==> src/rtl/adder_share_pkg.sv <==
// Shared constants and tag types for the adder-sharing arbiter.
// Tag ids are sized for the largest supported requester count (16).
package adder_share_pkg;

  localparam int unsigned DefNreq  = 4;
  localparam int unsigned DefWidth = 64;
  localparam int unsigned DefLat   = 2;
  localparam int unsigned IdMaxW   = 4;

  function automatic int unsigned tag_w(input int unsigned nreq);
    return (nreq > 1) ? $clog2(nreq) : 1;
  endfunction

  typedef struct packed {
    logic              valid;
    logic [IdMaxW-1:0] id;
  } tag_t;

endpackage

==> src/rtl/rr_arbiter.sv <==
// Combinational round-robin arbiter: first requester at or above ptr, wrapping modulo NREQ.
module rr_arbiter
  import adder_share_pkg::*;
#(
  parameter int unsigned NREQ = DefNreq,
  localparam int unsigned IdW = tag_w(NREQ)
) (
  input  logic [NREQ-1:0] req,
  input  logic [IdW-1:0]  ptr,
  output logic [NREQ-1:0] grant,
  output logic [IdW-1:0]  id
);

  always_comb begin
    int unsigned idx;
    logic        found;
    grant = '0;
    id    = '0;
    found = 1'b0;
    idx   = 0;
    for (int unsigned k = 0; k < NREQ; k++) begin
      idx = 32'(ptr) + k;
      if (idx >= NREQ) idx = idx - NREQ;
      if (!found && req[idx[IdW-1:0]]) begin
        grant[idx[IdW-1:0]] = 1'b1;
        id                  = idx[IdW-1:0];
        found               = 1'b1;
      end
    end
  end

endmodule

==> src/rtl/adder_share_arbiter.sv <==
// Shares one pipelined adder among NREQ requesters: round-robin issue, tag pipe aligned to the
// adder latency, and one-hot routing of each result back to its requester.
module adder_share_arbiter
  import adder_share_pkg::*;
#(
  parameter int unsigned NREQ  = DefNreq,
  parameter int unsigned WIDTH = DefWidth,
  parameter int unsigned LAT   = DefLat
) (
  input  logic                       clk,
  input  logic                       rst,
  input  logic [NREQ-1:0]            req_valid,
  output logic [NREQ-1:0]            req_ready,
  input  logic [NREQ*WIDTH-1:0]      req_a,
  input  logic [NREQ*WIDTH-1:0]      req_b,
  input  logic [NREQ-1:0]            req_cin,
  output logic [WIDTH-1:0]           add_a,
  output logic [WIDTH-1:0]           add_b,
  output logic                       add_cin,
  output logic                       add_issue,
  input  logic [WIDTH-1:0]           add_sum,
  input  logic                       add_cout,
  output logic [NREQ-1:0]            rsp_valid,
  output logic [WIDTH-1:0]           rsp_sum,
  output logic                       rsp_cout,
  output logic [$clog2(LAT+3)-1:0]   inflight
);

  localparam int unsigned IdW  = tag_w(NREQ);
  localparam int unsigned CntW = $clog2(LAT + 3);

  logic [IdW-1:0]   rr_ptr_q, rr_ptr_d, grant_id, issue_id_q;
  logic [NREQ-1:0]  grant;
  logic             accept;
  logic [WIDTH-1:0] sel_a, sel_b;
  logic             sel_cin;
  logic [WIDTH-1:0] add_a_q, add_b_q;
  logic             add_cin_q, add_issue_q;
  tag_t             tag_q [LAT];
  tag_t             tag_out;
  logic [NREQ-1:0]  rsp_valid_d, rsp_valid_q;
  logic [WIDTH-1:0] rsp_sum_q;
  logic             rsp_cout_q;
  logic [CntW-1:0]  inflight_d, inflight_q;

  rr_arbiter #(
    .NREQ(NREQ)
  ) u_rr_arbiter (
    .req  (req_valid),
    .ptr  (rr_ptr_q),
    .grant(grant),
    .id   (grant_id)
  );

  // Reset masks the grant so nothing is accepted while rst is high.
  assign req_ready = rst ? '0 : grant;
  assign accept    = |req_ready;
  assign rr_ptr_d  = (32'(grant_id) == NREQ - 1) ? '0 : grant_id + IdW'(1);

  always_comb begin
    sel_a   = '0;
    sel_b   = '0;
    sel_cin = 1'b0;
    for (int unsigned i = 0; i < NREQ; i++) begin
      if (grant[i]) begin
        sel_a   = req_a[i*WIDTH +: WIDTH];
        sel_b   = req_b[i*WIDTH +: WIDTH];
        sel_cin = req_cin[i];
      end
    end
  end

  always_ff @(posedge clk) begin
    if (rst) begin
      rr_ptr_q    <= '0;
      add_a_q     <= '0;
      add_b_q     <= '0;
      add_cin_q   <= 1'b0;
      add_issue_q <= 1'b0;
      issue_id_q  <= '0;
    end else begin
      add_issue_q <= accept;
      if (accept) begin
        rr_ptr_q   <= rr_ptr_d;
        add_a_q    <= sel_a;
        add_b_q    <= sel_b;
        add_cin_q  <= sel_cin;
        issue_id_q <= grant_id;
      end
    end
  end

  // Last stage lines up with add_sum for the operation issued LAT cycles earlier.
  always_ff @(posedge clk) begin
    if (rst) begin
      for (int unsigned s = 0; s < LAT; s++) tag_q[s] <= '0;
    end else begin
      tag_q[0] <= '{valid: add_issue_q, id: IdMaxW'(issue_id_q)};
      for (int unsigned s = 1; s < LAT; s++) tag_q[s] <= tag_q[s-1];
    end
  end

  assign tag_out = tag_q[LAT-1];

  always_comb begin
    rsp_valid_d = '0;
    if (tag_out.valid) rsp_valid_d[tag_out.id[IdW-1:0]] = 1'b1;
  end

  always_ff @(posedge clk) begin
    if (rst) begin
      rsp_valid_q <= '0;
      rsp_sum_q   <= '0;
      rsp_cout_q  <= 1'b0;
    end else begin
      rsp_valid_q <= rsp_valid_d;
      if (tag_out.valid) begin
        rsp_sum_q  <= add_sum;
        rsp_cout_q <= add_cout;
      end
    end
  end

  always_comb begin
    inflight_d = inflight_q;
    case ({accept, |rsp_valid_q})
      2'b10:   inflight_d = inflight_q + CntW'(1);
      2'b01:   inflight_d = inflight_q - CntW'(1);
      default: inflight_d = inflight_q;
    endcase
  end

  always_ff @(posedge clk) begin
    if (rst) inflight_q <= '0;
    else     inflight_q <= inflight_d;
  end

  assign add_a     = add_a_q;
  assign add_b     = add_b_q;
  assign add_cin   = add_cin_q;
  assign add_issue = add_issue_q;
  assign rsp_valid = rsp_valid_q;
  assign rsp_sum   = rsp_sum_q;
  assign rsp_cout  = rsp_cout_q;
  assign inflight  = inflight_q;

endmodule

==> config.mk <==
export PLATFORM = sky130hd
export DESIGN_NAME = adder_share_arbiter
export DESIGN_NICKNAME = d
export VERILOG_FILES = /design/src/rtl/adder_share_pkg.sv /design/src/rtl/rr_arbiter.sv /design/src/rtl/adder_share_arbiter.sv
export SDC_FILE = /design/constraint.sdc
export NUM_CORES = 1
export LEC_CHECK = 0
export CORE_AREA = 4 4 311 313
export CTS_BUF_LIST = sky130_fd_sc_hd__clkbuf_4 sky130_fd_sc_hd__clkbuf_8
export DETAILED_ROUTE_END_ITERATION = 16
export DIE_AREA = 0 0 315 317
export PLACE_DENSITY = 0.4
export REMOVE_ABC_BUFFERS = 1
export SYNTH_ARGS = -nofsm -noshare
export SYNTH_HDL_FRONTEND = slang
export SYNTH_SLANG_ARGS = --single-unit
==> constraint.sdc <==
create_clock -name clk -period 4.65 [get_ports clk]
set_input_delay 1.395 -clock clk [delete_from_list [all_inputs] [get_ports clk]]
set_output_delay 1.395 -clock clk [all_outputs]
set_load 0.005 [all_outputs]
==> results_dict.tcl <==
set metrics [dict create \
    status "finished clean" \
    core-area_um2 94300 \
    fmax_mhz 217 \
    critical-path-top-cell-by-count "dlygate4sd2_1" \
    drc_errors 0 \
    pwr-share-clk_pct 15.7 \
    drt_iter0_drc 469 \
    viasPerCell 3.90 \
    timing.final.max_slew_violations 0 \
    crit_required_ns 3.25 \
    clockBufferDepth 3 \
    power.switching_uw 5740 \
    grt.total_usage_pct 12.9 \
    synth.yosys.seq_area_share_pct 40.0 \
    critical_path.max_fanout 5 \
    grt.overflow.total 0 \
    crit_chain "dlygate4sd2_1, or3b_4, a2111oi_4, a21o_4, buf_4, a211oi_4, nor2_1, dlygate4sd2_1" \
    cts_buffers 45 \
    synth_cells 1078 \
    fin_worst_skew_ns 0.0210 \
    hpwlAfterDp_um 52400 \
    grt_pass1_vias 13578 \
    slowest_delay_ns 0.44 \
    cts_tree "yes" \
    synth_top_area_share_pct 40.0 \
    finalHoldViolCount 0 \
    yosysTopAreaCell "dfxtp_1" \
    worstPathArrival_ns 3.21 \
    worst_setup_path_end_kind "primary output" \
    wl_per_cell_um 21.5 \
    max_slew_margin_pct 36.8 \
    grt_pass1_wl_um 94600 \
    dr_total_vias 12363 \
    htree_levels 2 \
    io_buffers 792 \
    setup_violations 0 \
    gp_congestion 0.886 \
    crit_slowest_cell "a2111oi_4" \
    areaGrowthSynthToFinish_pct 100 \
    clock_latency_ns 0.62 \
    root_buffer "clkbuf_8" \
    dr.pass1.iters 4 \
    start_util_pct 11.2 \
    combinationalPowerShare_pct 63.0 \
    hold_class "flop to flop" \
    drt_wl_total_um 68200 \
    internal_power_uw 7340 \
    clk_pin_slew_ns 0.05 \
    worst_setup_path_start_kind "input pin" \
    layout_commonest_cell "clkdlybuf4s50_1" \
    cp_top_family "compound AO/OA/AOI/OAI gates" \
    cts_num_sinks 212 \
    layout.nets 2470 \
    worstSetupPathType "input pin to primary output" \
    die_h_um 317 \
    most-common-layout-cells "clkdlybuf4s50_1, dfxtp_1, nor2_1" \
    dieArea_um2 99900 \
    io_pins 793 \
    timing.final.crit_share_pct 99.1 \
    yosys_warnings 0 \
    syn_area_um2 10600 \
    grt_max_degree 132 \
    drive_above_1_share_pct 15.9 \
    leakage_uw 0.00725 \
    post-place-cells 3083 \
    synth_edf_count 0 \
    ys.flop_type "dfxtp_1" \
    synthArstFlopShare_pct 0 \
    ys_types 48 \
    p_sw_share_pct 43.9 \
    synth_area_leaders "dfxtp_1, a211oi_2, o221ai_1" \
    seqPwrFrac_pct 21.3 \
    avgSynthCellArea_um2 9.83 \
    final-instance-count-excl-fill 3168 \
    synth_seq_cells 212 \
    rows 113 \
    die_w_um 315 \
    worst_pin_slew_ns 0.948 \
    antenna_found_initial 13 \
    ant_nets 0 \
    post-route-min-period_ns 4.61 \
    power_density_nw_per_um2 617 \
    critPathBufInv 3 \
    max-vdd-ir-drop_mv 0.653 \
    power_uw 13100 \
    max_cap_violations 0 \
]
==> synth_stat cells, types with 12 or more instances <==
library cell,n
o22ai_1,130
buf_1,12
o221ai_1,130
nor2_1,198
mux2i_1,70
clkbuf_1,26
dfxtp_1,212
buf_2,63
a211oi_2,110
a211oi_1,22
buf_6,15
==> per-stage QoR <==
step	utilization (%)	instance area, µm²	setup slack (ns)	hold slack [ns]	TNS, ns
floorplan	-	9940	-4.42	0.414	-582.06
global placement	21.4	20200	-0.436	0.416	-37.29
detailed placement	21.4	20200	-0.545	0.423	-43.61
CTS	22.5	21200	0.000425	0.436	0
global route	22.5	21200	-0.00292	0.462	-0.00292
finish	22.5	21200	0.0441	0.434	0
==> power by group through the flow <==
| stage | registers (µW) | clock network, µW | logic (µW) |
|---|---|---|---|
| final | 2790 | 2050 | 8240 |
| after global routing | 2850 | 2250 | 8920 |
| after CTS | 2800 | 2180 | 8470 |
| after detailed placement | 2820 | 0 | 8420 |
| after global placement | 2810 | 0 | 8330 |
| after floorplan | 2810 | 0 | 3810 |
==> cells by family after synthesis <==
| kind of cell | share of synthesized area [%] |
|---|---|
| and+or+nand+nor | 10.4 |
| buffers and inverters | 6.41 |
| adders and majority gates | 0.897 |
| AOI/OAI and AO/OA | 34.6 |
| muxes | 7.35 |
| xor gates and xnor gates | 0.248 |
| DFF | 40.0 |
==> flip-flops by register name (all words and copies together), names as in the netlist, named ones only <==
register    flops
rsp_cout        1
rsp_sum        64
rr_ptr_q        1
rsp_valid       4
issue_id_q      2
tag_q           6
add_issue       1
add_cin         1
inflight        3
add_b          64
add_a          64
==> path summary, 6_finish.rpt <==
| check | from | end | slack, ns | cells after the start |
|---|---|---|---|---|
| setup reg to reg | flop | inflight[2]$_SDFFE_PP0P_ | 0.79 | 16 |
| hold reg to reg | tag_q[0][1]$_SDFF_PP0_ | tag_q[0][6]$_SDFF_PP0_ | 0.43 | 1 |
| setup / recovery | req_valid[1] | req_ready[0] | 0.04 | 8 |
| hold / removal | tag_q[0][1]$_SDFF_PP0_ | tag_q[0][6]$_SDFF_PP0_ | 0.43 | 1 |
==> routing by layer <==
layer  GRT usage, %  vias up  part of all wire, %
met3           4.84      118                  9.2
met1           13.6     5854                   37
met2           23.5      552                   51
li1               -     5827                    -
met4           4.16       12                  3.0
met5              0        -                 0.11
==> area by class of cell <==
cell class,count,area [µm²]
fill,10348,73100
clock inverter,3,33.8
antenna,5,12.5
timing repair buffer,870,8720
sequential,212,4250
multi-input combinational,741,5760
clock buffer,66,821
inverter,6,25.0
tap,1265,1580
==> what timing repair did <==
item / in CTS / in global routing
buffers inserted: 7 / 3
hold buffers: 0 / 0
pin swaps: 4 / 4
gates resized for setup: 16 / 11
setup endpoints to repair: 4 / 3
gates cloned: 1 / 0
Note: power is estimated with default switching activity, not from simulation.
